## config.mk

```make
export PLATFORM = sky130hd
export DESIGN_NAME = fp_mult_pipe
export DESIGN_NICKNAME = d
export VERILOG_FILES = /design/src/rtl/fp_pkg.sv /design/src/rtl/fp_norm_round.sv /design/src/rtl/fp_mult_pipe.sv
export SDC_FILE = /design/constraint.sdc
export NUM_CORES = 1
export LEC_CHECK = 0
export ABC_AREA = 1
export BUFFER_PORTS_ARGS = -buffer_cell sky130_fd_sc_hd__buf_4
export CORE_ASPECT_RATIO = 0.6
export CORE_MARGIN = 3
export CORE_UTILIZATION = 55
export DETAILED_ROUTE_END_ITERATION = 10
export GPL_ROUTABILITY_DRIVEN = 0
export PLACE_DENSITY_LB_ADDON = 0.1
export SYNTH_ARGS = -nofsm -noshare
export SYNTH_HDL_FRONTEND = slang
export SYNTH_SLANG_ARGS = --single-unit
```

## constraint.sdc

```tcl
create_clock -name clock -period 3.8 [get_ports clock]
set_input_delay 0.76 -clock clock [delete_from_list [all_inputs] [get_ports clock]]
set_output_delay 0.76 -clock clock [all_outputs]
set_load 0.05 [all_outputs]
```

## src/rtl/fp_pkg.sv

```systemverilog
// Shared definitions for the custom sign/exponent/mantissa float datapath blocks.
// Latency: n/a (types, defaults and constant functions only).
// Backpressure: n/a.
// Contents: default field widths, exponent bias function, result flag encoding.
package fp_pkg;

  localparam int DEF_EXP_W = 4;
  localparam int DEF_MAN_W = 8;

  // Exponent bias for an EXP_W-bit biased exponent field.
  function automatic int fp_bias(input int exp_w);
    return (2 ** (exp_w - 1)) - 1;
  endfunction

  // Result status; overflow and underflow are mutually exclusive by construction.
  typedef enum logic [1:0] {
    FLAG_NONE = 2'b00,
    FLAG_OVF  = 2'b01,
    FLAG_UNF  = 2'b10
  } fp_flag_e;

endpackage

```

## src/rtl/fp_norm_round.sv

```systemverilog
// Normalise, round, saturate/flush a raw float product into {sign, exp, man}.
// Latency: 0 cycles (purely combinational).
// Backpressure: none; the caller registers the result under its own enable.
// Ports: sign/zero/e (signed EXP_W+2 unbiased-sum exponent)/p (2*MAN_W+2 bit
//   product of the two hidden-1 mantissas) in; res (packed float) and flag out.
// Build option: FP_MULT_ROUND_EN selects round-to-nearest-even, otherwise truncation.
module fp_norm_round
  import fp_pkg::*;
#(
  parameter int EXP_W = DEF_EXP_W,
  parameter int MAN_W = DEF_MAN_W,
  localparam int FP_W = 1 + EXP_W + MAN_W,
  localparam int EW2  = EXP_W + 2,
  localparam int PW   = 2 * MAN_W + 2
) (
  input  logic             sign,
  input  logic             zero,
  input  logic [EW2-1:0]   e,
  input  logic [PW-1:0]    p,
  output logic [FP_W-1:0]  res,
  output fp_flag_e         flag
);

`ifdef FP_MULT_ROUND_EN
  localparam logic ROUND_EN = 1'b1;
`else
  localparam logic ROUND_EN = 1'b0;
`endif

  localparam logic signed [EW2-1:0] E_MAX = EW2'(2 ** EXP_W - 1);
  localparam logic signed [EW2-1:0] E_MIN = EW2'(1);

  logic [PW-2:0]         norm;
  logic [MAN_W-1:0]      mant;
  logic                  guard;
  logic                  sticky;
  logic                  round_up;
  logic [MAN_W:0]        mant_sum;
  logic signed [EW2-1:0] e_n;
  logic signed [EW2-1:0] e_r;
  logic                  ovf;
  logic                  unf;

  // Product of two [1,2) values lies in [1,4). Align so the leading one sits
  // just above norm, dropping it; the shifted-out LSB stays in the sticky range.
  assign norm     = p[PW-1] ? p[PW-2:0] : {p[PW-3:0], 1'b0};
  assign mant     = norm[PW-2 -: MAN_W];
  assign guard    = norm[MAN_W];
  assign sticky   = |norm[MAN_W-1:0];
  assign round_up = ROUND_EN & guard & (sticky | mant[0]);

  // A carry out of the mantissa leaves it all-zero and bumps the exponent.
  assign mant_sum = {1'b0, mant} + {{MAN_W{1'b0}}, round_up};
  assign e_n      = e + {{(EW2-1){1'b0}}, p[PW-1]};
  assign e_r      = e_n + {{(EW2-1){1'b0}}, mant_sum[MAN_W]};

  assign ovf = (e_r > E_MAX);
  assign unf = (e_r < E_MIN);

  // Zero operand wins over any exponent range condition.
  always_comb begin
    res  = {sign, e_r[EXP_W-1:0], mant_sum[MAN_W-1:0]};
    flag = FLAG_NONE;
    if (zero) begin
      res = {sign, {(FP_W-1){1'b0}}};
    end else if (ovf) begin
      res  = {sign, {EXP_W{1'b1}}, {MAN_W{1'b1}}};
      flag = FLAG_OVF;
    end else if (unf) begin
      res  = {sign, {(FP_W-1){1'b0}}};
      flag = FLAG_UNF;
    end
  end

endmodule

```

## src/rtl/fp_mult_pipe.sv

```systemverilog
// Pipelined multiplier for custom {sign, exp, man} floats, one op per cycle.
// Latency: 3 cycles from input accept to o_valid (S1 exponent/sign, S2 mantissa product, S3 normalise/round).
// Backpressure: single global enable; when o_valid && !i_ready every stage and output holds and o_ready drops.
// Ports: clock, i_reset (sync, active-high); i_valid/o_ready/i_flotante_1/i_flotante_2 operand side;
//   o_valid/i_ready/o_producto/o_overflow/o_underflow result side (flags qualified by o_valid).
// Build option: FP_MULT_ROUND_EN enables round-to-nearest-even in fp_norm_round (truncation otherwise).
module fp_mult_pipe
  import fp_pkg::*;
#(
  parameter int EXP_W = DEF_EXP_W,
  parameter int MAN_W = DEF_MAN_W,
  localparam int FP_W = 1 + EXP_W + MAN_W
) (
  input  logic            clock,
  input  logic            i_reset,
  input  logic            i_valid,
  output logic            o_ready,
  input  logic [FP_W-1:0] i_flotante_1,
  input  logic [FP_W-1:0] i_flotante_2,
  output logic            o_valid,
  input  logic            i_ready,
  output logic [FP_W-1:0] o_producto,
  output logic            o_overflow,
  output logic            o_underflow
);

  localparam int EW2  = EXP_W + 2;
  localparam int PW   = 2 * MAN_W + 2;
  localparam int BIAS = fp_bias(EXP_W);
  localparam logic [EW2-1:0] BIAS_E = EW2'(BIAS);

  logic adv;

  logic [EXP_W-1:0] exp_a;
  logic [EXP_W-1:0] exp_b;
  logic [EW2-1:0]   e_sum;

  logic             s1_vld;
  logic             s1_sign;
  logic             s1_zero;
  logic [EW2-1:0]   s1_e;
  logic [MAN_W-1:0] s1_man_a;
  logic [MAN_W-1:0] s1_man_b;

  logic [PW-1:0]    mul_a;
  logic [PW-1:0]    mul_b;

  logic             s2_vld;
  logic             s2_sign;
  logic             s2_zero;
  logic [EW2-1:0]   s2_e;
  logic [PW-1:0]    s2_p;

  logic [FP_W-1:0]  nr_res;
  fp_flag_e         nr_flag;

  // The whole pipe moves together: it may advance whenever the output
  // register is empty or being drained this cycle.
  assign adv     = ~o_valid | i_ready;
  assign o_ready = adv;

  assign exp_a = i_flotante_1[FP_W-2 -: EXP_W];
  assign exp_b = i_flotante_2[FP_W-2 -: EXP_W];
  // Two extra bits hold both the carry of the sum and a negative result.
  assign e_sum = {2'b00, exp_a} + {2'b00, exp_b} - BIAS_E;

  assign mul_a = {{(MAN_W+1){1'b0}}, 1'b1, s1_man_a};
  assign mul_b = {{(MAN_W+1){1'b0}}, 1'b1, s1_man_b};

  fp_norm_round #(
    .EXP_W (EXP_W),
    .MAN_W (MAN_W)
  ) u_norm_round (
    .sign (s2_sign),
    .zero (s2_zero),
    .e    (s2_e),
    .p    (s2_p),
    .res  (nr_res),
    .flag (nr_flag)
  );

  always_ff @(posedge clock) begin
    if (i_reset) begin
      s1_vld      <= 1'b0;
      s2_vld      <= 1'b0;
      o_valid     <= 1'b0;
      o_producto  <= '0;
      o_overflow  <= 1'b0;
      o_underflow <= 1'b0;
    end else if (adv) begin
      s1_vld   <= i_valid;
      s1_sign  <= i_flotante_1[FP_W-1] ^ i_flotante_2[FP_W-1];
      s1_zero  <= (exp_a == '0) | (exp_b == '0);
      s1_e     <= e_sum;
      s1_man_a <= i_flotante_1[MAN_W-1:0];
      s1_man_b <= i_flotante_2[MAN_W-1:0];

      s2_vld  <= s1_vld;
      s2_sign <= s1_sign;
      s2_zero <= s1_zero;
      s2_e    <= s1_e;
      s2_p    <= mul_a * mul_b;

      o_valid <= s2_vld;
      // Bubbles leave the last result in place rather than loading junk.
      if (s2_vld) begin
        o_producto  <= nr_res;
        o_overflow  <= (nr_flag == FLAG_OVF);
        o_underflow <= (nr_flag == FLAG_UNF);
      end
    end
  end

endmodule

```

# --- After elaboration in Yosys (flattened, before gate mapping) ---
# Cells that the tools add are included.
word_totals:
  reg_bits: 68
  output_inout_bits: 17
op_classes:
  n_addsub: 3
  multipliers: 1
  n_lt_le_gt_ge: 2
  eq_ne: 2
  n_mux: 7
  bitwise: 5
  n_reduce_logical: 4
ops:
  columns: ["cell", "n"]
  rows:
  - ["12-bit two-way mux", 3]
  - ["9-bit by 9-bit multiplier with 18-bit output", 1]
  - ["17-bit two-way mux", 1]
  - ["4-bit zero test", 2]
  - ["6-bit by 1-bit adder with 6-bit output", 1]
  - ["6-bit by 5-bit > comparator with 1-bit output, second input constant", 1]
  - ["6-bit by 2-bit < comparator with 1-bit output, second input constant", 1]
  - ["2-bit two-way mux", 3]
  - ["5-bit by 3-bit subtractor with 6-bit output, second input constant", 1]
  - ["4-bit by 4-bit adder with 5-bit output", 1]
  - ["2-bit AND reduction", 2]
  - ["2-bit by 1-bit equality test with 1-bit output, second input constant", 1]
  - ["2-bit equality test, second input constant", 1]
  - ["1-bit inverter", 2]
  - ["1-bit OR", 2]
  - ["1-bit XOR", 1]

# --- Longest topological paths before layout ---
depth:
  depth_word: 6
  depth_mapped: 20
  mapped_depth_nobuf: 19

# --- Hierarchy ---
# From an unflattened synthesis, not the netlist that was laid out.
unflattened:
  hier_cells: 661
  hier_area_um2: 5740.5
by_module_without_submodules:
  columns: ["mod", "n_inst", "cells_each", "area_per_inst_um2"]
  rows:
  - ["fp_mult_pipe", 1, 574, 5252.5]
  - ["fp_norm_round", 1, 87, 488.0]

# --- Worst setup path after synthesis ---
# No wires, ideal clock.
synth_path:
  path_kind: "register -> register"
  start: "register s1_man_b[6]"
  end: "register s2_p[11], data pin"
  setup_ps: 252
  arrival_ps: 3933
  path_slack_ps: -385
  stages_incl_launch_ff: 20
  path_buffers: 1
  cell_sequence: "edfxtp_1 > clkbuf_1 > nand2_1 > inv_1 > fa_1 > inv_1 > fa_1 > inv_1 > fa_1 > inv_1 > fa_1 > inv_1 > ha_1 > a21oi_1 > a21boi_0 > o21ai_2 > nand2_1 > nand2_1 > nand2_1 > nand2_1"
synth_between:
  elab_chain_len: 1
synth_rtl:
  columns: ["item", "line_no", "text"]
  rows:
  - ["start, declared", "fp_mult_pipe.sv:43", "logic [MAN_W-1:0] s1_man_b;"]
  - ["start signal, assigned", "fp_mult_pipe.sv:96", "s1_man_b <= i_flotante_2[MAN_W-1:0];"]
  - ["9-bit by 9-bit multiplier with 18-bit output", "fp_mult_pipe.sv:102", "s2_p <= mul_a * mul_b;"]
  - ["end signal, assigned", "fp_mult_pipe.sv:102", null]
  - ["end, declared", "fp_mult_pipe.sv:52", "logic [PW-1:0] s2_p;"]
# No other way between the ends.
# A chain may end at the register's enable or synchronous reset.

# --- Worst setup path in the final report ---
layout_path:
  start: "register s1_man_a[1]"
  end: "register s2_p[17], data pin"
layout_between:
  elab_chain_len: 1
layout_rtl:
  columns: ["item", "line_no", "text"]
  rows:
  - ["start, declared", "fp_mult_pipe.sv:42", "logic [MAN_W-1:0] s1_man_a;"]
  - ["start signal, assigned", "fp_mult_pipe.sv:95", "s1_man_a <= i_flotante_1[MAN_W-1:0];"]
  - ["9-bit by 9-bit multiplier with 18-bit output", "fp_mult_pipe.sv:102", null]
# No other way between the ends.

==> metrics.yaml <==
status: "complete, but fails checks"
violations: "negative setup slack"
hold_viol: 0
grt_pass1_wl_mm: 19.5
cp-startpoint: "s1_man_a[1]"
min-delay-start: "s1_e[1]"
synth_largest_area_cell: "edfxtp_1"
grt_overflow_total: 0
cap_violations: 0
holdWs_ps: 411
p_per_area_mw_per_mm2: 699
slew_violations: 0
timing.final.crit_share: 1.07
worstSetupPathType: "reg2reg"
yosysSeqAreaShare: 0.319
clock-sinks: 60
viasPerCell: 5.10
avgRoutedWirePerCell_um: 14.5
vdd_drop_max_uv: 523
drt_iter0_drc: 254
layout.cells.non_filler: 818
synthCells: 600
h-tree-depth: 3
synth_compound_area_frac: 0.0460
root_buffer: "clkbuf_16"
place_hpwl_mm: 9.00
synthDistinctLibCells: 32
num-fill-cells: 623
synth_edf_count: 42
fp-row-count: 26
clkLatencyLatePin_ps: 330
coreArea_mm2: 0.00875
synth.area.top_cells: "edfxtp_1 25%, fa_1 20%, nand2_1 11%"
drive_above_1_share: 0.266
die_w_um: 130
fin_skew_ps: 5.87
regArea_mm2: 0.00162
post-place-cells: 787
remaining_drc_errors: 0
crit_arrival_ps: 4150
final_core_util: 0.750
hold_path_class: "reg2reg"
required_ps: 3890
fin_tns_setup_ps: -1840
finalCriticalPeriod_ps: 4060
grt_max_degree: 27
max_freq_mhz: 246
dp_slack_ps: -296
clockBufferDepth: 2
cts_hold_buf: 0
synth_mux_area_frac: 0
rsz0062_at_grt: "true"
cp-end-kind: "flip-flop"
die_h_um: 80.5
yosysWarningCount: 0
worst_pin_slew_ps: 661
ios: 47
numCtsBuffers: 9
async_flop_share: 0
synthFlopType: "edfxtp_1"
syn-cell-area_mm2: 0.00509
diodes: 0
grtUsageTotal: 0.244
clk_pin_slew_ps: 60
vias: 4169
portBuffers: 46
synth_top_family_by_area: "adder cells"
syn_area_per_cell_um2: 8.48
antenna_found_initial: 0
multiInputGateArea_mm2: 0.00314
cts_tree: "yes"
synth_simple_gate_area_share: 0.205
first_pass_iters: 5
ys_seq_elements: 60
worstPathMaxFanout: 4
start_kind: "flip-flop"
r2r-start: "s1_man_a[1]"
synth_nets: 722
die_area_mm2: 0.0105
fin_nets: 823
synth-xor-area-share: 0.0120
grt_pass1_vias: 4167
ant_nets: 0
initial_core_util: 0.582
finalSetupViolations: 9
area_growth_pct: 28.9
finalWirelength_mm: 11.9
leakagePower_nw: 3.42
max_slew_margin: 0.558
layout_setup_ws_ps: -264
synth_top_cell_area_share: 0.248
synth_fa_ha_area_frac: 0.300
## report_power, final
part           total (mW)  switching, mW  internal, mW  leakage (nW)
clock               0.806          0.291         0.514         0.151
sequential          0.929         0.0658         0.864         0.558
combinational        2.86           1.59          1.27          2.71
## routing by layer
metal  global-route usage  share of wire  up-vias
met3               0.0651          0.083       29
met4               0.0705          0.022        0
met2                0.372           0.44      138
met5                    0              0        -
li1                     -              -     2026
met1                0.343           0.46     1976
## cell families after synthesis
family                     Yosys count
DFF                                 60
AOI/OAI and AO/OA                   41
adders and majority gates           92
and+or+nand+nor                    247
xor gates and xnor gates             7
buffers and inverters              153
## critical path: stages, from the launching register on
cell      delay (ps)
edfxtp_1         490
nand2_1          130
inv_2             50
fa_1             510
inv_2             40
fa_1             520
inv_1             50
fa_1             470
inv_1             50
fa_1             490
inv_2             50
ha_4             300
nand2_4           70
inv_4             80
nand3_4           80
o21ai_4          210
nand2_2           90
nand3b_1          90
nand2_1           60
## registers in the layout, summed over array words and instances, names as in the netlist
| register | count |
|---|---|
| s2_p | 10 |
| s1_vld | 1 |
| s1_e | 6 |
| o_overflow | 1 |
| s1_sign | 1 |
| o_producto | 13 |
| s1_man_a | 8 |
| o_underflow | 1 |
| s1_zero | 1 |
| o_valid | 1 |
| s2_zero | 1 |
| s1_man_b | 8 |
| s2_sign | 1 |
| s2_vld | 1 |
| s2_e | 6 |
## Yosys cell counts (2+ instances only)
cell        n
nor2_1     50
nand2_4     2
clkbuf_1   14
nand2_1   153
buf_4       2
a21oi_1    21
dfxtp_1    18
xor2_1      5
edfxtp_1   42
o21ai_0    10
nand4_1     6
o21bai_1    5
nand2_2     8
o21ai_2     2
buf_2       3
ha_1       42
nand3_1    19
xnor2_1     2
inv_1     133
fa_1       50
nor3_1      2
## what timing repair did
action | CTS | global route
pin swaps | 17 | 24
setup endpoints to repair | 10 | 10
resized for setup | 19 | 29
buffers inserted | 10 | 5
## per-stage QoR
step           power [mW]  area, um2
5_1_grt              4.95       6560
2_1_floorplan        2.54       5230
3_5_place_dp         3.31       5960
3_3_place_gp         3.25       5960
4_1_cts              4.32       6410
6_report             4.59       6560
## path summary, 6_finish.rpt
kind                                 end  slack [ps]  cells past startpoint
worst min register to register   s2_e[1]         410                      0
worst min-delay path             s2_e[1]         410                      0
worst max-delay path            s2_p[17]        -260                     18
worst max register to register  s2_p[17]        -260                     18
## layout make-up
cell class / instances / area share
sequential: 60 / 0.247
timing repair buffer: 110 / 0.131
clock inverter: 3 / 0.00248
clock buffer: 13 / 0.0429
inverter: 133 / 0.0765
multi-input combinational: 387 / 0.479
tap: 112 / 0.0214
## layout by cell type (no fill, tap or decap), drive strengths merged
cell type,synthesis,final
clkbuf,14,13
a21boi,1,1
dfxtp,18,18
o21ai,12,12
nand3b,2,2
xor2,5,5
nor4,1,1
o41ai,1,1
ha,42,42
o21bai,5,5
nor3,2,2
nand2,163,163
fa,50,50
a21o,1,1
xnor2,2,2
edfxtp,42,42
or2,1,1
inv,133,134
a21oi,21,21
buf,6,110
clkinv,0,2
nor2,52,52
nand3,20,20
nand4,6,6
(Power assumes the default switching activity.)
